`src/rtl/uart_tx_arb_if.sv`:
```
// Bundle between the debug byte sources, the shared UART transmitter and the arbiter.
// Ports: req_dat/req_val/req_lst/req_rdy source side, txd/txv/tx_active UART side, gnt/busy/err_* status.
interface uart_tx_arb_if #(
    parameter int N_REQ = 4
);
    logic [8*N_REQ-1:0] req_dat;
    logic [N_REQ-1:0]   req_val;
    logic [N_REQ-1:0]   req_lst;
    logic [N_REQ-1:0]   req_rdy;
    logic [7:0]         txd;
    logic               txv;
    logic               tx_active;
    logic [N_REQ-1:0]   gnt;
    logic               busy;
    logic               err_start;
    logic               err_hold;

    // Arbiter side: consumes requests and UART status, drives everything else.
    modport slave (
        input  req_dat, req_val, req_lst, tx_active,
        output req_rdy, txd, txv, gnt, busy, err_start, err_hold
    );

    // Environment side: debug sources plus the UART transmitter.
    modport master (
        output req_dat, req_val, req_lst, tx_active,
        input  req_rdy, txd, txv, gnt, busy, err_start, err_hold
    );
endinterface

```
`src/rtl/uart_tx_arb.sv`:
```
// Round-robin, message-granular arbiter sharing one debug UART transmitter between N_REQ sources.
// Ports: clk, rst (async, active-high), bus (uart_tx_arb_if.slave: requests, UART strobe/status, gnt/busy/errors).
module uart_tx_arb #(
    parameter int N_REQ    = 4,
    parameter int START_TO = 16,
    parameter int HOLD_TO  = 65535
) (
    input logic          clk,
    input logic          rst,
    uart_tx_arb_if.slave bus
);

    localparam int PW = (N_REQ > 1) ? $clog2(N_REQ) : 1;
    localparam int SW = $clog2(START_TO + 1);
    localparam int HW = $clog2(HOLD_TO + 1);

    typedef enum logic [1:0] {
        IDLE,
        ISSUE,
        WAIT_ACT,
        WAIT_DONE
    } state_t;

    state_t           state_q;
    logic [7:0]       txd_q;
    logic             txv_q;
    logic [N_REQ-1:0] gnt_q;
    logic             busy_q;
    logic             err_start_q;
    logic             err_hold_q;
    logic             last_q;
    logic [PW-1:0]    rr_q;
    logic [SW-1:0]    start_q;
    logic [HW-1:0]    hold_q;

    logic [PW-1:0]    owner;
    logic [PW-1:0]    nxt_ptr;
    logic [PW-1:0]    cand;
    logic [PW-1:0]    pick_idx;
    logic             pick_vld;
    logic [N_REQ-1:0] pick_oh;
    logic             xfer;
    logic             start_exp;
    logic             hold_exp;
    logic             byte_done;

    // Index of the current owner; gnt_q is one-hot whenever it is used.
    always_comb begin
        owner = '0;
        for (int i = 0; i < N_REQ; i++) begin
            if (gnt_q[i]) begin
                owner = PW'(i);
            end
        end
    end

    // Released owner drops to lowest priority.
    assign nxt_ptr = (owner == PW'(N_REQ - 1)) ? '0 : owner + 1'b1;

    // First valid requester searching from rr_q upwards, modulo N_REQ.
    always_comb begin
        pick_vld = 1'b0;
        pick_idx = '0;
        cand     = '0;
        for (int k = 0; k < N_REQ; k++) begin
            cand = PW'((int'(rr_q) + k) % N_REQ);
            if (!pick_vld && bus.req_val[cand]) begin
                pick_vld = 1'b1;
                pick_idx = cand;
            end
        end
    end

    assign pick_oh = N_REQ'(1) << pick_idx;

    // The only combinational output: ready is withheld while the UART is busy.
    assign bus.req_rdy = (state_q == ISSUE && !bus.tx_active) ? gnt_q : '0;

    assign xfer      = |(bus.req_val & bus.req_rdy);
    assign start_exp = (start_q == SW'(START_TO - 1));
    assign hold_exp  = (hold_q == HW'(HOLD_TO - 1));

    // A byte is finished when the UART goes idle again, or when it never
    // started and the start timeout gives up on it.
    assign byte_done = !bus.tx_active &&
                       ((state_q == WAIT_DONE) ||
                        (state_q == WAIT_ACT && start_exp));

    always_ff @(posedge clk or posedge rst) begin
        if (rst) begin
            state_q     <= IDLE;
            txd_q       <= '0;
            txv_q       <= 1'b0;
            gnt_q       <= '0;
            busy_q      <= 1'b0;
            err_start_q <= 1'b0;
            err_hold_q  <= 1'b0;
            last_q      <= 1'b0;
            rr_q        <= '0;
            start_q     <= '0;
            hold_q      <= '0;
        end else begin
            txv_q       <= 1'b0;
            err_start_q <= 1'b0;
            err_hold_q  <= 1'b0;
            unique case (state_q)
                IDLE: begin
                    if (pick_vld) begin
                        gnt_q   <= pick_oh;
                        hold_q  <= '0;
                        busy_q  <= 1'b1;
                        state_q <= ISSUE;
                    end
                end
                ISSUE: begin
                    if (xfer) begin
                        txd_q   <= bus.req_dat[{owner, 3'b000} +: 8];
                        txv_q   <= 1'b1;
                        last_q  <= bus.req_lst[owner];
                        start_q <= '0;
                        state_q <= WAIT_ACT;
                    end else if (hold_exp) begin
                        // Owner stalled mid-message: revoke the grant.
                        err_hold_q <= 1'b1;
                        gnt_q      <= '0;
                        rr_q       <= nxt_ptr;
                        busy_q     <= 1'b0;
                        state_q    <= IDLE;
                    end else begin
                        hold_q <= hold_q + 1'b1;
                    end
                end
                WAIT_ACT, WAIT_DONE: begin
                    if (state_q == WAIT_ACT) begin
                        if (bus.tx_active) begin
                            state_q <= WAIT_DONE;
                        end else if (start_exp) begin
                            err_start_q <= 1'b1;
                        end else begin
                            start_q <= start_q + 1'b1;
                        end
                    end
                    if (byte_done) begin
                        if (last_q) begin
                            gnt_q   <= '0;
                            rr_q    <= nxt_ptr;
                            busy_q  <= 1'b0;
                            state_q <= IDLE;
                        end else begin
                            hold_q  <= '0;
                            state_q <= ISSUE;
                        end
                    end
                end
                default: begin
                    state_q <= IDLE;
                end
            endcase
        end
    end

    assign bus.txd       = txd_q;
    assign bus.txv       = txv_q;
    assign bus.gnt       = gnt_q;
    assign bus.busy      = busy_q;
    assign bus.err_start = err_start_q;
    assign bus.err_hold  = err_hold_q;

endmodule

```
`src/flat_wrapper.sv`:
```
// flat-port wrapper written by rule: the top's interface ports become plain ports
module uart_tx_arb_flat 
#(
    parameter int N_REQ    = 4,
    parameter int START_TO = 16,
    parameter int HOLD_TO  = 65535
)
  (clk, rst, bus_req_dat, bus_req_val, bus_req_lst, bus_tx_active, bus_req_rdy, bus_txd, bus_txv, bus_gnt, bus_busy, bus_err_start, bus_err_hold);
  uart_tx_arb_if #(.N_REQ(N_REQ)) bus_i ();
  input logic clk;
  input logic rst;
  input wire logic [$bits(bus_i.req_dat)-1:0] bus_req_dat;
  input wire logic [$bits(bus_i.req_val)-1:0] bus_req_val;
  input wire logic [$bits(bus_i.req_lst)-1:0] bus_req_lst;
  input wire logic [$bits(bus_i.tx_active)-1:0] bus_tx_active;
  output wire logic [$bits(bus_i.req_rdy)-1:0] bus_req_rdy;
  output wire logic [$bits(bus_i.txd)-1:0] bus_txd;
  output wire logic [$bits(bus_i.txv)-1:0] bus_txv;
  output wire logic [$bits(bus_i.gnt)-1:0] bus_gnt;
  output wire logic [$bits(bus_i.busy)-1:0] bus_busy;
  output wire logic [$bits(bus_i.err_start)-1:0] bus_err_start;
  output wire logic [$bits(bus_i.err_hold)-1:0] bus_err_hold;
  assign bus_i.req_dat = bus_req_dat;
  assign bus_i.req_val = bus_req_val;
  assign bus_i.req_lst = bus_req_lst;
  assign bus_i.tx_active = bus_tx_active;
  assign bus_req_rdy = bus_i.req_rdy;
  assign bus_txd = bus_i.txd;
  assign bus_txv = bus_i.txv;
  assign bus_gnt = bus_i.gnt;
  assign bus_busy = bus_i.busy;
  assign bus_err_start = bus_i.err_start;
  assign bus_err_hold = bus_i.err_hold;
  uart_tx_arb #(.N_REQ(N_REQ), .START_TO(START_TO), .HOLD_TO(HOLD_TO)) u_core (.clk(clk), .rst(rst), .bus(bus_i));
endmodule
```
`config.mk`:
```
export PLATFORM = sky130hd
export DESIGN_NAME = uart_tx_arb_flat
export DESIGN_NICKNAME = d
export VERILOG_FILES = /design/src/rtl/uart_tx_arb_if.sv /design/src/rtl/uart_tx_arb.sv /design/src/flat_wrapper.sv
export SDC_FILE = /design/constraint.sdc
export NUM_CORES = 1
export LEC_CHECK = 0
export ABC_CLOCK_PERIOD_IN_PS = 3660
export CAP_MARGIN = 40
export CELL_PAD_IN_SITES_DETAIL_PLACEMENT = 1
export CELL_PAD_IN_SITES_GLOBAL_PLACEMENT = 1
export CORE_ASPECT_RATIO = 1.4
export CORE_UTILIZATION = 25
export CTS_CLUSTER_SIZE = 24
export DETAILED_ROUTE_END_ITERATION = 10
export PLACE_DENSITY_LB_ADDON = 0.1
export SLEW_MARGIN = 20
export SYNTH_ARGS = -nofsm -noshare
export SYNTH_HDL_FRONTEND = slang
export SYNTH_SLANG_ARGS = --single-unit
```
`constraint.sdc`:
```
create_clock -name clk -period 3.66 [get_ports clk]
set_clock_uncertainty 0.2 [all_clocks]
set_input_delay 1.098 -clock clk [delete_from_list [all_inputs] [get_ports clk]]
set_output_delay 1.098 -clock clk [all_outputs]
set_load 0.02 [all_outputs]
```
==> results.json, run 1 <==
{
  "area_growth_pct": 35.32,
  "total_power_w": 0.002510,
  "ys_warn_count": 0,
  "cts_root_buffer": "clkbuf_16",
  "numCtsBuffers": 5,
  "n_antenna_cell": 0,
  "postCtsHoldBufs": 0,
  "drt_iter0_drc": 54,
  "synth.mux.area_fraction": 0.1158,
  "fin_crit_sh": 0.9388,
  "rsz0062_at_grt": "no",
  "via_per_inst": 4.954,
  "syn_inst": 306,
  "fin_setup_tns_ns": 0,
  "synth_area_per_cell_um2": 9.041,
  "yosys.area_share.simple": 0.2162,
  "routed_wirelength_um": 8147,
  "status": "finished, final reports clean",
  "seqPwrFrac": 0.278,
  "cp_data_required_time_ns": 2.36,
  "grt_antenna_before_repair": 0,
  "crit_type": "input pin to output pin",
  "die_w_um": 90.91,
  "end_kind": "output pin",
  "vias": 2566,
  "crit_path_frequent_cell": "buf_4",
  "power_density_nw_per_um2": 670.4,
  "nNetsFinal": 428,
  "die_y_um": 126.5,
  "cts_resized": 7,
  "die_area_um2": 11500,
  "dp.cells": 510,
  "irDropWorstVdd_uv": 216.8,
  "synthesis.area_um2": 2766,
  "clockBufferDepth": 2,
  "synthDistinctLibCells": 51,
  "slew-limit-headroom": 0.6136,
  "maxCapViolCount": 0,
  "gp_congestion": 0.7253,
  "power.share.clock": 0.183,
  "core_um2": 10810,
  "ant_nets": 0,
  "synth-compound-area-share": 0.1900,
  "drc": 0,
  "instances_no_fill": 518,
  "post-cts-setup-buffers": 0,
  "cpPeakStageDelay_ns": 0.29,
  "timing.fmax_mhz": 291.0,
  "port_buffers": 62,
  "worst_slew_pin_slew_ns": 0.5796,
  "fin_util": 0.3463,
  "gr-usage-all-layers": 0.1537,
  "internal_power_w": 0.001460,
  "setup_viol": 0,
  "clkTransAtPathRegs_ns": 0.06,
  "wl_per_cell_um": 15.73,
  "htree_levels": 2,
  "yosysSeqAreaShare": 0.3799,
  "grt_max_degree": 43,
  "synth_seq_cells": 42,
  "clock_sinks": 42,
  "startpoint_type": "input pin",
  "yosys.area_share.adder": 0.04071,
  "cp_cell_sequence": "dlygate4sd2_1, buf_4, nor3_1, buf_4, clkdlybuf4s15_1",
  "cts_tree": "yes",
  "arrival_ns": 2.14,
  "timing.final.crit_period_ns": 3.436,
  "hold_depth": 2,
  "first_global_vias": 2808,
  "dr.pass1.iters": 4,
  "synth_xor_area_frac": 0,
  "grt_overflow": 0,
  "io_pins": 63,
  "cp_max_fo": 7,
  "grt_pass1_wl_um": 14010,
  "r2r_cells": 8,
  "rows": 45,
  "clk_latency_ns": 0.29,
  "power.switching_w": 0.001050,
  "p_comb_frac": 0.539,
  "initial_core_util": 0.2559,
  "hp-class": "register to register",
  "p_leak_nw": 1.557,
  "drive_gt1_frac": 0.1167,
  "netSwitchingFraction": 0.4182,
  "hold_viol": 0,
  "syn-num-nets": 358,
  "cp_slowest_cell": "clkdlybuf4s15_1",
  "holdWs_ns": 0.2802,
  "synth_top_family_by_area": "simple AND/OR/NAND/NOR gates",
  "drv_slew": 0,
  "dp_hpwl_um": 6319
}
[area by class of cell]
class	instances	area, um2
tap	141	176.4
fill	1277	7067
clock inverter	1	5.005
clock buffer	7	142.6
inverter	14	52.55
timing repair buffer	81	758.2
sequential	42	1051
multi-input combinational	232	1558
[power groups by stage]
stage / Combinational, W / Sequential [W] / Clock (W)
2_1_floorplan: 0.000814 / 0.000748 / 0
3_3_place_gp: 0.00137 / 0.000706 / 0
3_5_place_dp: 0.00139 / 0.000708 / 0
4_1_cts: 0.00139 / 0.000702 / 0.000478
5_1_grt: 0.00151 / 0.000720 / 0.000491
6_report: 0.00135 / 0.000698 / 0.000458
[synthesized netlist by cell type (all sizes together)]
library cell,instances,area share
dfrtp,42,0.38
inv,14,0.019
or3,3,0.0068
a22o,2,0.0063
and3,5,0.011
nand3b,1,0.0027
a211oi,1,0.0027
o221ai,1,0.0032
o31ai,8,0.022
o22ai,2,0.0045
o32ai,1,0.0059
o22a,5,0.016
o21a,2,0.0054
mux2i,23,0.083
a221oi,1,0.0095
nand4b,1,0.0032
nor3b,2,0.0072
nand2,27,0.039
o211ai,2,0.0054
nand2b,2,0.0045
nor2,26,0.035
buf,10,0.027
nor3,10,0.020
ha,9,0.041
and2b,1,0.0027
nand4,11,0.025
or2,1,0.0023
or4,10,0.027
nand3,8,0.014
a311o,1,0.0036
and4,1,0.0032
clkbuf,8,0.011
mux2,8,0.033
o21ai,23,0.047
a32o,2,0.0072
o21bai,1,0.0027
a31oi,2,0.0045
and2,3,0.0068
a21boi,1,0.0027
nor2b,2,0.0045
a21oi,23,0.042
[metal layers]
metal	up-vias	global-route usage	share of wire	routed length [um]
li1	1258	-	-	-
met2	65	0.3035	0.55	4473
met5	-	0	0	0
met1	1235	0.1604	0.39	3213
met3	8	0.02938	0.040	326
met4	0	0.04949	0.017	135
[cell usage in the layout (no fill, tap or decap), types with 3 or more instances in the layout]
cell	netlist	layout
inv_1	14	13
buf_4	1	19
o31ai_1	8	8
mux2_2	8	8
or3_1	3	3
or4_1	10	10
and3_1	5	5
ha_1	9	9
a21oi_1	23	23
clkdlybuf4s50_1	0	57
o22a_1	5	5
nor3_1	9	9
dlygate4sd2_1	0	4
and2_1	3	3
dfrtp_1	42	42
nand2_1	26	26
nor2_1	26	26
mux2i_1	23	23
clkbuf_16	0	5
o21ai_0	19	19
nand4_1	11	11
nand3_1	8	8
[path summary, 6_finish.rpt]
kind                                    from           endpoint  slack [ns]
setup / recovery               bus_tx_active     bus_req_rdy[2]        0.22
hold / removal             u_core.start_q[4]  u_core.start_q[4]        0.28
setup reg to reg           u_core.start_q[0]   u_core.hold_q[1]        0.95
hold reg to reg            u_core.start_q[4]  u_core.start_q[4]        0.28
max in group asynchronous                rst  u_core.start_q[3]        1.79
min in group asynchronous                rst  u_core.hold_q[13]        1.08
[sequential cells by signal, summed over array words and instances, names as in the netlist]
| signal | cells |
|---|---|
| u_core.bus.txv | 1 |
| u_core.last_q | 1 |
| u_core.state_q | 2 |
| u_core.bus.busy | 1 |
| u_core.rr_q | 2 |
| u_core.start_q | 5 |
| u_core.bus.err_start | 1 |
| u_core.bus.gnt | 4 |
| u_core.hold_q | 16 |
| u_core.bus.err_hold | 1 |
| u_core.bus.txd | 8 |
[worst max-delay path: cells and delay by family]
kind | cells | cell delay (ns)
simple gates | 1 | 0.17
buf+inv | 4 | 0.87
[through the flow]
stage          cell area [um2]  setup WS [ns]
5_1_grt                   3744         0.1451
6_report                  3744         0.2240
4_1_cts                   3744         0.1843
2_1_floorplan             2766         0.7745
3_5_place_dp              3600        -0.3605
3_3_place_gp              3600        -0.3474
[logic make-up (layout without fill, tap and decap cells)]
family | Yosys count | in the layout
simple gates | 114 | 114
buf+inv | 32 | 103
fa+ha+maj | 9 | 9
compound gates | 78 | 78
flops | 42 | 42
mux | 31 | 31
Power figures use the tool's default switching activity.
==> run 2: changes to the inputs <==
- CORE_UTILIZATION: 25 -> 35
- CTS_CLUSTER_DIAMETER: not set -> 200
==> results.json, run 2 (synthesis gave the netlist of run 1 again) <==
{
  "setup_viol": 0,
  "highest_layer": "met4",
  "drv_slew": 0,
  "nNetsFinal": 428,
  "postCtsHoldBufs": 0,
  "drt_iter0_drc": 90,
  "cp_max_fo": 7,
  "timing.fmax_mhz": 278.3,
  "area_growth_pct": 31.75,
  "power.share.clock": 0.135,
  "netSwitchingFraction": 0.4310,
  "met2WireLength_um": 4107,
  "gr-usage-all-layers": 0.1991,
  "cts_root_buffer": "clkbuf_8",
  "arrival_ns": 2.30,
  "gp_congestion": 0.7639,
  "io_pins": 63,
  "cts_tree": "yes",
  "drc": 0,
  "timing.final.crit_period_ns": 3.593,
  "worst_slew_pin_slew_ns": 0.5533,
  "n_antenna_cell": 0,
  "crit_type": "input pin to output pin",
  "internal_power_w": 0.001353,
  "instances_no_fill": 477,
  "clock_sinks": 42,
  "core_um2": 7702,
  "wl_per_cell_um": 16.06,
  "irDropWorstVdd_uv": 321.0,
  "vias": 2591,
  "clkTransAtPathRegs_ns": 0.09,
  "die_y_um": 107.2,
  "port_buffers": 62,
  "hold_viol": 0,
  "end_kind": "output pin",
  "via_per_inst": 5.432,
  "layout_common_cells": "clkdlybuf4s50_1 (58), dfrtp_1 (42), nor2_1 (26), nand2_1 (26)",
  "fin_ws_ns": 0.06657,
  "largest_reg_flops": 16,
  "power_density_nw_per_um2": 652.5,
  "rows": 38,
  "final_common_cell": "clkdlybuf4s50_1",
  "total_power_w": 0.002378,
  "regMostFlops": "u_core.hold_q",
  "fillers": 935,
  "maxCapViolCount": 0,
  "multiInputGateArea_um2": 1558,
  "routed_wirelength_um": 7663,
  "clockBufferDepth": 2,
  "cp_data_required_time_ns": 2.36,
  "startpoint_type": "input pin",
  "p_leak_nw": 1.530,
  "first_global_vias": 2775,
  "drive_gt1_frac": 0.1220,
  "slew-limit-headroom": 0.6298,
  "holdWs_ns": 0.2963,
  "die_area_um2": 8269,
  "p_comb_frac": 0.573,
  "dp.cells": 467,
  "numCtsBuffers": 5,
  "grt_max_degree": 23,
  "initial_core_util": 0.3592,
  "fin_crit_sh": 0.9818,
  "power.switching_w": 0.001025,
  "r2r_setup_slack_ns": 0.98,
  "grt_pass1_wl_um": 13050,
  "rsz0062_at_grt": "no",
  "met1_length_um": 3076,
  "dr.pass1.iters": 4,
  "register_area_um2": 1051,
  "ant_nets": 0,
  "grt_overflow": 0,
  "seqPwrFrac": 0.292,
  "status": "finished, final reports clean",
  "dpl_worst_slack_ns": -0.2811,
  "htree_levels": 2,
  "grt_antenna_before_repair": 0,
  "dp_hpwl_um": 5904,
  "die_w_um": 77.14,
  "clk_latency_ns": 0.30,
  "hp-class": "register to register",
  "wl_met3_um": 310
}
==> run 2: critical path: stages <==
cell             delay, ns
clkdlybuf4s50_1       0.47
buf_4                 0.19
nor3_1                0.16
dlygate4sd2_1         0.37
==> run 2: final cells by class <==
cell class / count / area share
Tap cell: 100 / 0.03433
Sequential cell: 42 / 0.2884
Clock inverter: 1 / 0.001373
Multi-Input combinational cell: 232 / 0.4274
Timing Repair Buffer: 81 / 0.2104
Inverter: 14 / 0.01442
Clock buffer: 7 / 0.02369
==> run 2: path summary, 6_finish.rpt <==
path                       cells after the start                end               from
max                                            4     bus_req_rdy[2]      bus_tx_active
min                                            2  u_core.start_q[4]  u_core.start_q[4]
max reg2reg                                    9  u_core.hold_q[10]  u_core.start_q[0]
min reg2reg                                    2  u_core.start_q[4]  u_core.start_q[4]
max in group asynchronous                      4  u_core.hold_q[13]                rst
min in group asynchronous                      2  u_core.start_q[2]                rst
==> run 2: power by group through the flow <==
stage               clock (W)  combinational [W]  sequential [W]
detailed placement          0            0.00137        0.000702
finish               0.000321            0.00136        0.000694
floorplan                   0           0.000814        0.000748
global placement            0            0.00135        0.000696
global route         0.000352            0.00151        0.000714
CTS                  0.000331            0.00138        0.000697
==> run 2: routing by layer <==
layer | track usage | vias up
li1 | - | 1259
met3 | 0.04170 | 12
met5 | 0 | -
met1 | 0.2079 | 1259
met4 | 0.07547 | 0
met2 | 0.3824 | 61
==> run 2: timing repair <==
| item | in CTS | in global routing |
|---|---|---|
| gates resized for setup | 8 | 3 |
| endpoints found under the setup margin | 4 | 3 |
| buffers inserted | 1 | 0 |
==> run 2: stage by stage <==
step	utilization	cell area, um2	setup TNS (ns)
floorplan	-	2766	0
detailed placement	0.4587	3533	-1.039
finish	0.4732	3645	0
CTS	0.4716	3632	0
global placement	0.4587	3533	-1.054
global route	0.4732	3645	0
==> run 3: changes to the inputs <==
- CELL_PAD_IN_SITES_DETAIL_PLACEMENT: 1 -> 2
- CELL_PAD_IN_SITES_GLOBAL_PLACEMENT: 1 -> 2
- CORE_UTILIZATION: 35 -> 33
- RECOVER_POWER: not set -> 100
- TNS_END_PERCENT: not set -> 5
==> results.json, run 3 (synthesis gave the netlist of run 1 again) <==
{
  "dpl-instance-area_um2": 3528,
  "hold_depth": 2,
  "cts_root_buffer": "clkbuf_16",
  "power.share.clock": 0.188,
  "cp.depth": 4,
  "netSwitchingFraction": 0.4468,
  "slew-limit-headroom": 0.2655,
  "grt_antenna_before_repair": 0,
  "io_pins": 63,
  "dp.cells": 468,
  "drv_slew": 0,
  "grt_max_degree": 43,
  "n_antenna_cell": 0,
  "maxCapViolCount": 0,
  "critical-path-top-delay-family": "buffers and inverters",
  "numCtsBuffers": 5,
  "layout_common_cells": "dfrtp_1 (42), clkdlybuf4s50_1 (40), nor2_1 (26), nand2_1 (26)",
  "rows": 39,
  "grt_pass1_wl_um": 14700,
  "dpl_worst_slack_ns": -0.2840,
  "irDropWorstVdd_uv": 275.4,
  "cp_cell_sequence": "clkdlybuf4s50_1, and2b_2, and2_1, dlygate4sd2_1",
  "die_w_um": 79.38,
  "via_per_inst": 5.536,
  "nNetsFinal": 425,
  "rsz0062_at_grt": "no",
  "hp-class": "register to register",
  "cp_num_buf_inv": 2,
  "clock_sinks": 42,
  "end_kind": "output pin",
  "cts_tree": "yes",
  "status": "finished, final reports clean",
  "final_common_cell": "dfrtp_1",
  "timing.final.crit_period_ns": 3.638,
  "first_global_vias": 2910,
  "gr-usage-all-layers": 0.2259,
  "p_leak_nw": 1.516,
  "initial_core_util": 0.3395,
  "cp_data_required_time_ns": 2.36,
  "drt_iter0_drc": 61,
  "dp_hpwl_um": 6820,
  "r2r_cells": 9,
  "holdWs_ns": 0.2952,
  "worst_slew_pin_slew_ns": 1.102,
  "largest_reg_flops": 16,
  "clkTransAtPathRegs_ns": 0.07,
  "dr.pass1.iters": 4,
  "routed_wirelength_um": 8978,
  "seqPwrFrac": 0.280,
  "regMostFlops": "u_core.hold_q",
  "crit_type": "input pin to output pin",
  "ant_nets": 0,
  "setup_viol": 0,
  "p_comb_frac": 0.531,
  "cp_max_fo": 4,
  "register_area_um2": 1051,
  "fin_ws_ns": 0.02195,
  "clockBufferDepth": 2,
  "multiInputGateArea_um2": 1541,
  "wl_per_cell_um": 18.86,
  "cp_slowest_cell": "clkdlybuf4s50_1",
  "fillers": 897,
  "timing.fmax_mhz": 274.9,
  "drive_gt1_frac": 0.09091,
  "fin_crit_sh": 0.9940,
  "post-cts-setup-buffers": 0,
  "port_buffers": 62,
  "final_area_um2": 3640,
  "drc": 0,
  "clk_latency_ns": 0.30,
  "cpPeakStageDelay_ns": 0.49,
  "internal_power_w": 0.001368,
  "die_area_um2": 8758,
  "instances_no_fill": 476,
  "hold_viol": 0,
  "die_y_um": 110.3,
  "core_um2": 8149,
  "power.switching_w": 0.001105,
  "grt_overflow": 0,
  "vias": 2635,
  "power_density_nw_per_um2": 679.5,
  "gp_congestion": 0.7916,
  "arrival_ns": 2.34,
  "startpoint_type": "input pin",
  "htree_levels": 2,
  "area_growth_pct": 31.57
}
==> run 3: cell count changes in the layout (fill, tap and decap cells not counted), sizes merged, moves of 2 or more <==
| cell | before | now |
|---|---|---|
| clkdlybuf4s50 | 58 | 40 |
| buf | 19 | 10 |
| dlygate4sd3 | 0 | 18 |
| clkdlybuf4s15 | 0 | 2 |
==> run 3: repair_timing <==
item                       CTS  global route
hold endpoints to repair     0             0
setup endpoints to repair    4             2
pin swaps                    0             0
hold buffers                 0             0
resized for setup            5             2
==> run 3: per-layer routing <==
metal  GRT usage  share of wire
met4     0.08442          0.014
met2      0.4483           0.56
met3     0.05267          0.042
met1      0.2231           0.38
met5           0              0
==> run 3: power by group through the flow <==
stage	Clock, W	Sequential (W)	Combinational, W
3_5_place_dp	0	0.000703	0.00140
3_3_place_gp	0	0.000697	0.00136
5_1_grt	0.000494	0.000714	0.00144
2_1_floorplan	0	0.000748	0.000814
6_report	0.000466	0.000693	0.00131
4_1_cts	0.000488	0.000697	0.00140
==> run 3: layout make-up <==
| class | instances | area share |
|---|---|---|
| clock buffer | 5 | 0.03438 |
| tap | 102 | 0.03506 |
| clock inverter | 3 | 0.006875 |
| multi-input combinational | 232 | 0.4235 |
| timing repair buffer | 78 | 0.1970 |
| sequential | 42 | 0.2888 |
| inverter | 14 | 0.01444 |
==> run 3: worst paths after layout <==
| check | to | slack, ns | startpoint |
|---|---|---|---|
| max | bus_req_rdy[1] | 0.02 | bus_tx_active |
| min | u_core.start_q[4] | 0.30 | u_core.start_q[4] |
| max reg2reg | u_core.hold_q[0] | 0.78 | u_core.start_q[0] |
| min reg2reg | u_core.start_q[4] | 0.30 | u_core.start_q[4] |
| max in group asynchronous | u_core.bus.gnt[0] | 1.20 | rst |
| min in group asynchronous | u_core.hold_q[1] | 1.39 | rst |
==> run 3: stage by stage <==
| stage | util | total power (W) | setup TNS, ns |
|---|---|---|---|
| finish | 0.4466 | 0.002473 | 0 |
| detailed placement | 0.4330 | 0.002099 | -1.028 |
| global route | 0.4466 | 0.002653 | 0 |
| floorplan | - | 0.001561 | 0 |
| CTS | 0.4509 | 0.002587 | 0 |
| global placement | 0.4330 | 0.002052 | -1.026 |
==> run 3: worst min-delay path, stage by stage (launching register included) <==
cell and delay, ns:
dfrtp_1 0.35, nand2_1 0.05, o21ai_0 0.06
